**config.mk**
```make
export PLATFORM = sky130hd
export DESIGN_NAME = change_dispenser_flat
export DESIGN_NICKNAME = d
export VERILOG_FILES = /design/src/rtl/change_pkg.sv /design/src/rtl/change_dispenser_if.sv /design/src/rtl/coin_pick.sv /design/src/rtl/change_dispenser.sv /design/src/flat_wrapper.sv
export SDC_FILE = /design/constraint.sdc
export NUM_CORES = 1
export LEC_CHECK = 0
export BUFFER_PORTS_ARGS = -buffer_cell sky130_fd_sc_hd__buf_4
export CAP_MARGIN = 20
export CORE_UTILIZATION = 50
export CTS_BUF_LIST = sky130_fd_sc_hd__clkbuf_4 sky130_fd_sc_hd__clkbuf_8 sky130_fd_sc_hd__clkbuf_16
export CTS_CLUSTER_DIAMETER = 200
export CTS_CLUSTER_SIZE = 16
export DETAILED_ROUTE_END_ITERATION = 8
export HOLD_SLACK_MARGIN = 0.05
export PLACE_DENSITY = 0.84
export SLEW_MARGIN = 20
export SYNTH_ARGS = -nofsm -noshare
export SYNTH_HDL_FRONTEND = slang
export SYNTH_HIERARCHICAL = 1
export SYNTH_SLANG_ARGS = --single-unit
```
**constraint.sdc**
```tcl
create_clock -name clock -period 2.5 [get_ports clock]
set_input_delay 0.25 -clock clock [delete_from_list [all_inputs] [get_ports clock]]
set_output_delay 0.25 -clock clock [all_outputs]
set_load 0.02 [all_outputs]
```
**src/rtl/change_pkg.sv**
```systemverilog
// Shared types and constants for the change dispenser: FSM state encoding,
// coin values in cents and the one-hot coin selector codes.
package change_pkg;

  typedef enum logic [2:0] {
    S_IDLE     = 3'd0,
    S_VEND     = 3'd1,
    S_CHANGE   = 3'd2,
    S_WAIT_ACK = 3'd3,
    S_DONE     = 3'd4
  } state_e;

  localparam logic [6:0] QUARTER = 7'd25;
  localparam logic [6:0] DIME    = 7'd10;
  localparam logic [6:0] NICKEL  = 7'd5;

  localparam logic [2:0] SEL_NONE    = 3'b000;
  localparam logic [2:0] SEL_QUARTER = 3'b100;
  localparam logic [2:0] SEL_DIME    = 3'b010;
  localparam logic [2:0] SEL_NICKEL  = 3'b001;

endpackage

```
**src/rtl/change_dispenser_if.sv**
```systemverilog
// Bundle between the vending controller / coin-release hardware (master)
// and the change dispenser (slave).
interface change_dispenser_if;
  logic [6:0] balance;
  logic       vend_req;
  logic       refund_req;
  logic       coin_ack;
  logic       vend;
  logic       deny;
  logic       coin_valid;
  logic [2:0] coin_sel;
  logic       clear_bal;
  logic       busy;
  logic [2:0] residue;
  logic       sold_out;

  modport master (
    output balance, vend_req, refund_req, coin_ack,
    input  vend, deny, coin_valid, coin_sel, clear_bal, busy, residue, sold_out
  );

  modport slave (
    input  balance, vend_req, refund_req, coin_ack,
    output vend, deny, coin_valid, coin_sel, clear_bal, busy, residue, sold_out
  );
endinterface

```
**src/rtl/coin_pick.sv**
```systemverilog
// Greedy coin selector: largest coin not exceeding the outstanding change,
// or a none flag when less than a nickel remains.
module coin_pick
  import change_pkg::*;
(
  input  logic [6:0] amount_i,
  output logic [2:0] sel_o,
  output logic [6:0] value_o,
  output logic       none_o
);

  // Pick the largest coin that fits into the remaining amount.
  always_comb begin
    // NOTE: every output gets a default before any branch so no latch is inferred.
    sel_o   = SEL_NONE;
    value_o = 7'd0;
    none_o  = 1'b0;
    if (amount_i >= QUARTER) begin
      sel_o   = SEL_QUARTER;
      value_o = QUARTER;
    end else if (amount_i >= DIME) begin
      sel_o   = SEL_DIME;
      value_o = DIME;
    end else if (amount_i >= NICKEL) begin
      sel_o   = SEL_NICKEL;
      value_o = NICKEL;
    end else begin
      none_o  = 1'b1;
    end
  end

endmodule

```
**src/rtl/change_dispenser.sv**
```systemverilog
// Change dispenser: checks credit against PRICE, pulses vend, pays change
// one coin per acknowledge (quarter/dime/nickel greedy), then pulses clear_bal.
// Optional macro INVENTORY_EN adds a stock counter loaded from STOCK that
// blocks vending once it reaches zero.
module change_dispenser
  import change_pkg::*;
#(
  parameter logic [6:0] PRICE = 7'd75,
  parameter logic [3:0] STOCK = 4'd8
) (
  input  logic clock,
  input  logic resetn,
  change_dispenser_if.slave bus
);

  state_e     state_q, state_d;
  logic [6:0] change_q, change_d;
  logic       deny_q, deny_d;
  logic [2:0] residue_q, residue_d;

  logic [2:0] pick_sel;
  logic [6:0] pick_value;
  logic       pick_none;
  logic       sold_out;

  coin_pick u_coin_pick (
    .amount_i (change_q),
    .sel_o    (pick_sel),
    .value_o  (pick_value),
    .none_o   (pick_none)
  );

`ifdef INVENTORY_EN
  logic [3:0] stock_q;

  // One item leaves stock on each VEND cycle; VEND is only entered with stock > 0.
  always_ff @(posedge clock or negedge resetn) begin
    if (!resetn) begin
      stock_q <= STOCK;
    end else if (state_q == S_VEND) begin
      stock_q <= stock_q - 4'd1;
    end
  end

  assign sold_out = (stock_q == 4'd0);
`else
  // Without the counter stock never limits vending; STOCK has no effect.
  assign sold_out = 1'b0 && (STOCK == 4'd0);
`endif

  // State and datapath registers.
  always_ff @(posedge clock or negedge resetn) begin
    if (!resetn) begin
      state_q   <= S_IDLE;
      change_q  <= 7'd0;
      deny_q    <= 1'b0;
      residue_q <= 3'd0;
    end else begin
      // NOTE: sequential state uses non-blocking assignments so every register
      // samples pre-edge values regardless of statement order.
      state_q   <= state_d;
      change_q  <= change_d;
      deny_q    <= deny_d;
      residue_q <= residue_d;
    end
  end

  // Next-state and datapath updates; balance is only looked at in IDLE.
  always_comb begin
    state_d   = state_q;
    change_d  = change_q;
    deny_d    = 1'b0;
    residue_d = residue_q;
    case (state_q)
      S_IDLE: begin
        if (bus.vend_req) begin
          if (bus.balance >= PRICE && !sold_out) begin
            change_d = bus.balance - PRICE;
            state_d  = S_VEND;
          end else begin
            deny_d   = 1'b1;
          end
        end else if (bus.refund_req) begin
          change_d = bus.balance;
          state_d  = S_CHANGE;
        end
      end
      S_VEND: state_d = S_CHANGE;
      S_CHANGE: begin
        if (pick_none) begin
          residue_d = change_q[2:0];
          state_d   = S_DONE;
        end else begin
          state_d   = S_WAIT_ACK;
        end
      end
      S_WAIT_ACK: begin
        // change_q is frozen here, so the selector still shows the presented coin.
        if (bus.coin_ack) begin
          change_d = change_q - pick_value;
          state_d  = S_CHANGE;
        end
      end
      S_DONE:  state_d = S_IDLE;
      default: state_d = S_IDLE;
    endcase
  end

  // Moore outputs decoded from the state registers.
  assign bus.vend       = (state_q == S_VEND);
  assign bus.coin_valid = (state_q == S_WAIT_ACK);
  assign bus.coin_sel   = (state_q == S_WAIT_ACK) ? pick_sel : SEL_NONE;
  assign bus.clear_bal  = (state_q == S_DONE);
  assign bus.busy       = (state_q != S_IDLE);
  assign bus.deny       = deny_q;
  assign bus.residue    = residue_q;
  assign bus.sold_out   = sold_out;

endmodule
```
**src/flat_wrapper.sv**
```systemverilog
// flat-port wrapper written by rule: the top's interface ports become plain ports
module change_dispenser_flat import change_pkg::*;
#(
  parameter logic [6:0] PRICE = 7'd75,
  parameter logic [3:0] STOCK = 4'd8
)
  (clock, resetn, bus_balance, bus_vend_req, bus_refund_req, bus_coin_ack, bus_vend, bus_deny, bus_coin_valid, bus_coin_sel, bus_clear_bal, bus_busy, bus_residue, bus_sold_out);
  change_dispenser_if bus_i ();
  input  logic clock;
  input  logic resetn;
  input wire logic [$bits(bus_i.balance)-1:0] bus_balance;
  input wire logic [$bits(bus_i.vend_req)-1:0] bus_vend_req;
  input wire logic [$bits(bus_i.refund_req)-1:0] bus_refund_req;
  input wire logic [$bits(bus_i.coin_ack)-1:0] bus_coin_ack;
  output wire logic [$bits(bus_i.vend)-1:0] bus_vend;
  output wire logic [$bits(bus_i.deny)-1:0] bus_deny;
  output wire logic [$bits(bus_i.coin_valid)-1:0] bus_coin_valid;
  output wire logic [$bits(bus_i.coin_sel)-1:0] bus_coin_sel;
  output wire logic [$bits(bus_i.clear_bal)-1:0] bus_clear_bal;
  output wire logic [$bits(bus_i.busy)-1:0] bus_busy;
  output wire logic [$bits(bus_i.residue)-1:0] bus_residue;
  output wire logic [$bits(bus_i.sold_out)-1:0] bus_sold_out;
  assign bus_i.balance = bus_balance;
  assign bus_i.vend_req = bus_vend_req;
  assign bus_i.refund_req = bus_refund_req;
  assign bus_i.coin_ack = bus_coin_ack;
  assign bus_vend = bus_i.vend;
  assign bus_deny = bus_i.deny;
  assign bus_coin_valid = bus_i.coin_valid;
  assign bus_coin_sel = bus_i.coin_sel;
  assign bus_clear_bal = bus_i.clear_bal;
  assign bus_busy = bus_i.busy;
  assign bus_residue = bus_i.residue;
  assign bus_sold_out = bus_i.sold_out;
  change_dispenser #(.PRICE(PRICE), .STOCK(STOCK)) u_core (.clock(clock), .resetn(resetn), .bus(bus_i));
endmodule
```
* After elaboration in Yosys (flattened, before gate mapping)
Cells that the tools add are included.
Cells by class: equality and inequality tests 7, order comparisons 4, reduce and logical (&&, ||, !) cells 6, multiplexer cells 24, add/sub/neg operators 2
Operators with widths (count):
- 7-bit 2-to-1 mux | 4
- 3-bit 2-to-1 mux | 8
- 7-bit case mux with 2 select lines | 1
- 3-bit case mux with 4 select lines | 1
- 7-bit by 3-bit greater-or-equal comparator with 1-bit output (second input constant) | 1
- 7-bit by 4-bit greater-or-equal comparator with 1-bit output (second input constant) | 1
- 7-bit by 5-bit greater-or-equal comparator with 1-bit output (second input constant) | 1
- 7-bit greater-or-equal comparator (second input constant) | 1
- 1-bit 2-to-1 mux | 7
- 7-bit by 5-bit subtractor with 7-bit output | 1
- 7-bit subtractor (second input constant) | 1
- 3-bit by 2-bit equality test with 1-bit output (second input constant) | 2
- 5-bit 2-to-1 mux | 1
- 4-bit 2-to-1 mux | 1
- 4-bit AND reduction | 1
- 3-bit by 1-bit equality test with 1-bit output (second input constant) | 1
- 3-bit equality test (second input constant) | 1
- 3-bit zero test | 1
- 3-bit by 2-bit inequality test with 1-bit output (second input constant) | 1
- 3-bit inequality test (second input constant) | 1
- 3-bit AND reduction | 1
- 3-bit nonzero test | 1
- 2-bit 2-to-1 mux | 1
- 2-bit inequality test (second input constant) | 1
- other kinds (2) | 2
Storage, ports and cells: register bits after elaboration 14, output and inout bits 12, bits of input ports 12, logic and storage cells 47

* Depth between registers and ports, before layout
depth in word-level cells 7, mapped depth 11, mapped depth without buffers 10

* Cells and area by module
Netlist, hierarchy kept.
By module, submodules not included:
- change_dispenser | sequential area each 350.3 um2, area each 1182.4 um2, cells each 141, times used 1
- coin_pick | sequential area each 0.0 um2, area each 143.9 um2, cells each 23, times used 1

* Worst setup path before layout
OpenSTA, ideal clock, no wires.
path type register to register, start reg u_core.change_q[1], end reg u_core.change_q[6], library setup time 0.128 ns, cell stages (with the launch flop) 11, buffers on the path 0, setup slack -0.038 ns, required time 2.372 ns, clock period less this slack 2.538 ns, arrival 2.411 ns, cells stage by stage dfrtp_1 > o31ai_2 > and2_1 > o21ai_1 > ha_1 > fa_1 > nand2b_1 > a21oi_1 > and4b_1 > nor4b_2 > mux2_1
Between the ends: word-level cells in the longest chain between the ends 7, elaborated cells between the ends (all ways) 9, classes of those cells 1 x add/sub; 3 x order compare; 5 x mux
Ends and longest elaborated chain:
- from (decl) | line change_dispenser.sv:17 | logic [6:0] change_q, change_d;
- from (signal assigned) | line change_dispenser.sv:62 | change_q <= change_d;
- 7-bit by 3-bit greater-or-equal comparator with 1-bit output | line coin_pick.sv:24 | end else if (amount_i >= NICKEL) begin
- 3-bit 2-to-1 mux | line coin_pick.sv:24
- 4-bit 2-to-1 mux | line coin_pick.sv:21 | end else if (amount_i >= DIME) begin
- 5-bit 2-to-1 mux (*) | line coin_pick.sv:18 | if (amount_i >= QUARTER) begin
- via u_core.pick_value[0] | line change_dispenser.sv:22 | logic [6:0] pick_value;
- 7-bit by 5-bit subtractor with 7-bit output (*) | line change_dispenser.sv:100 | change_d = change_q - pick_value;
- 7-bit 2-to-1 mux (*) | line change_dispenser.sv:99 | if (bus.coin_ack) begin
- 7-bit case mux with 2 select lines (*) | line change_dispenser.sv:74 | case (state_q)
The timed path passes the listed nets; every way through them passes the cells marked *. The select of a mux whose other input is x is not followed. A chain may end at the register's enable or synchronous reset.

* Worst setup path in the final report
Ends and elaborated chain as after synthesis.

==> qor.yml <==
path_clk_slew_ns: 0.08
syn_area_um2: 1330
yosysTopAreaCell: "dfrtp_1"
htreeDepth: 1
grt_pass1_wl_um: 5130
setup_viol: 2
die_h_um: 53.5
drive_gt1_share_pct: 32.8
cts_buffers: 3
post-synth-top-area-fraction_pct: 26.4
yosysSeqAreaShare_pct: 26.4
synth-async-reset-ratio_pct: 100
critical_path.endpoint: "u_core/change_q[6]"
ant_nets: 0
status: "complete, but fails checks"
yosysMostFrequentCell: "nor2_1"
track_usage_pct: 25.0
post-route-min-period_ns: 2.55
min-delay-start: "bus_coin_ack"
dp_hpwl_um: 2420
cts_tree: "yes"
drt_iter0_drc: 33
final_max_slew_viol_count: 0
clk_latency_ns: 0.27
fmax_mhz: 393
worstSetupStartpoint: "u_core/change_q[1]"
fp.dieW_um: 53.5
worstRegToRegCells: 11
slowest_delay_ns: 0.44
drc_errors: 0
postSynthCellCount: 164
r2r_start: "u_core/change_q[1]"
routedWlPerCell_um: 14.6
vias_per_cell: 5.62
crit_arrival_ns: 2.71
antenna-diode-count: 0
vias: 1265
rrSetupSlack_ns: -0.05
hold_path_class: "input port to flip-flop"
wl_um: 3280
hold_viol: 0
start_util_pct: 53.1
num_rows: 18
areaGrowthSynthToFinish_pct: 27.5
required_ns: 2.66
rsz0062_at_grt: "true"
cp_top_family: "simple AND/OR/NAND/NOR gates"
ys.flop_type: "dfrtp_1"
grt_max_degree: 17
antenna_found_initial: 0
cp_cell_sequence: "buf_4 -> o21ai_4 -> o22ai_1 -> o21ai_1 -> ha_2 -> fa_2 -> nand2b_4 -> a21oi_2 -> and4b_1 -> nor4b_2 -> mux2_1"
crit_path_start_kind: "flip-flop"
first_global_vias: 1147
crit_buf_inv: 1
drtPass1Iterations: 4
ys_warn_count: 6
core_um2: 2500
timing.final.crit_share_pct: 102
num-nets-final: 216
worstPathMaxFanout: 4
crit_cells: 11
setup_ws_ns: -0.0468
synth_edf_count: 0
avgSynthCellArea_um2: 8.09
violations: "setup timing"
worstSetupPathType: "flip-flop to flip-flop"
gp_congestion: 0.914
synth_area_leaders: "dfrtp_1, ha_1, nor2_1"
synth_cell_types: 47
yosys-top-cells-count: "nor2_1, dfrtp_1, inv_1, nand2_1, a21oi_1"
maxCapViolations: 0
preCtsSetupSlack_ns: -0.0999
vdd_drop_max_mv: 0.851
io_pins: 24
worst_setup_path_end_kind: "flip-flop"
cts-root-buf: "clkbuf_4"
die_area_um2: 2860
finalClockSkew_ns: 0.00193
clockBufferDepth: 2
cts.sinks: 14
utilization_pct: 67.7
grt-ovfl-total: 0
ys_ff_latch: 14
r2r-end: "u_core/change_q[6]"
power.leakage_nw: 0.761
power_density_nw_per_um2: 1390
io_buffers: 22
critPathSlowestCell: "dfrtp_2"
## timing repair
| action | CTS | global route |
|---|---|---|
| hold buffers | 1 | 0 |
| pin swaps | 2 | 1 |
| endpoints found under the setup margin | 2 | 4 |
| hold endpoints to repair | 14 | 0 |
| setup buffers | 3 | 1 |
| resized for setup | 10 | 7 |
## how the worst min path moves through the flow
stage / endpoint / cells after the start
detailed placement: u_core/bus.residue[2] / 1
floorplan: u_core/bus.deny / 0
global route: u_core/state_q[0] / 3
CTS: u_core/state_q[0] / 3
finish: u_core/state_q[0] / 3
global placement: u_core/bus.residue[2] / 1
## stage by stage
| stage | cell area, um^2 | setup TNS (ns) | std cells | power (mW) | hold WS, ns |
|---|---|---|---|---|---|
| after global routing | 1690 | -0.269 | 225 | 2.53 | 0.313 |
| after global placement | 1540 | 0 | 216 | 1.84 | 0.101 |
| final | 1690 | -0.0544 | 225 | 2.35 | 0.308 |
| after floorplan | 1330 | 0 | 165 | 1.46 | -0.0456 |
| after CTS | 1640 | -0.0102 | 224 | 2.20 | 0.300 |
| after detailed placement | 1540 | -0.129 | 216 | 1.90 | 0.107 |
## registers in the layout, indices dropped and copies added, names as in the netlist
name / count
u_core/bus.deny: 1
u_core/bus.residue: 3
u_core/change_q: 7
u_core/state_q: 3
## placed cells by master (no fill, tap or decap), types with 4 or more instances in the layout
cell     count
mux2_2       4
nand2_1     11
inv_1       13
buf_4       36
nor2_1      16
dfrtp_1     12
o21ai_0      8
a21oi_1      8
nor3_1       4
and2_1       4
o21a_1       4
nand3_1      4
ha_1         5
## cell type report
type	instances	area [um^2]
inverter	14	52.6
fill	210	808
timing repair buffer	37	280
multi-input combinational	126	932
sequential	14	353
tap	30	37.5
clock buffer	4	36.3
## power breakdown
part           switching, mW  internal [mW]  leakage [nW]
Sequential             0.164          0.328         0.172
Combinational          0.873          0.822         0.568
Clock                 0.0696         0.0886        0.0210
## layer usage
metal  vias up  routed length (um)  track usage (%)
met3         2                 119             4.31
met1       588                1470             32.1
met4         0                  10             9.21
met5         -                   0                0
li1        639                   -                -
met2        36                1680             41.7
## logic make-up after synthesis
group	share of synthesized area [%]
compound gates	23.8
xor+xnor	2.64
fa+ha+maj	8.11
buf+inv	9.62
flops	26.4
mux	5.00
other cells	0.566
simple gates	23.9
## worst register-to-register path, stage by stage, from the launching register on
cell and delay (ns):
dfrtp_2 0.44, buf_4 0.16, o21ai_4 0.19, o22ai_1 0.10, o21ai_1 0.16, ha_2 0.21
fa_2 0.20, nand2b_4 0.13, a21oi_2 0.06, and4b_1 0.20, nor4b_2 0.24, mux2_1 0.34
Note: power is estimated with default switching activity, not from simulation.
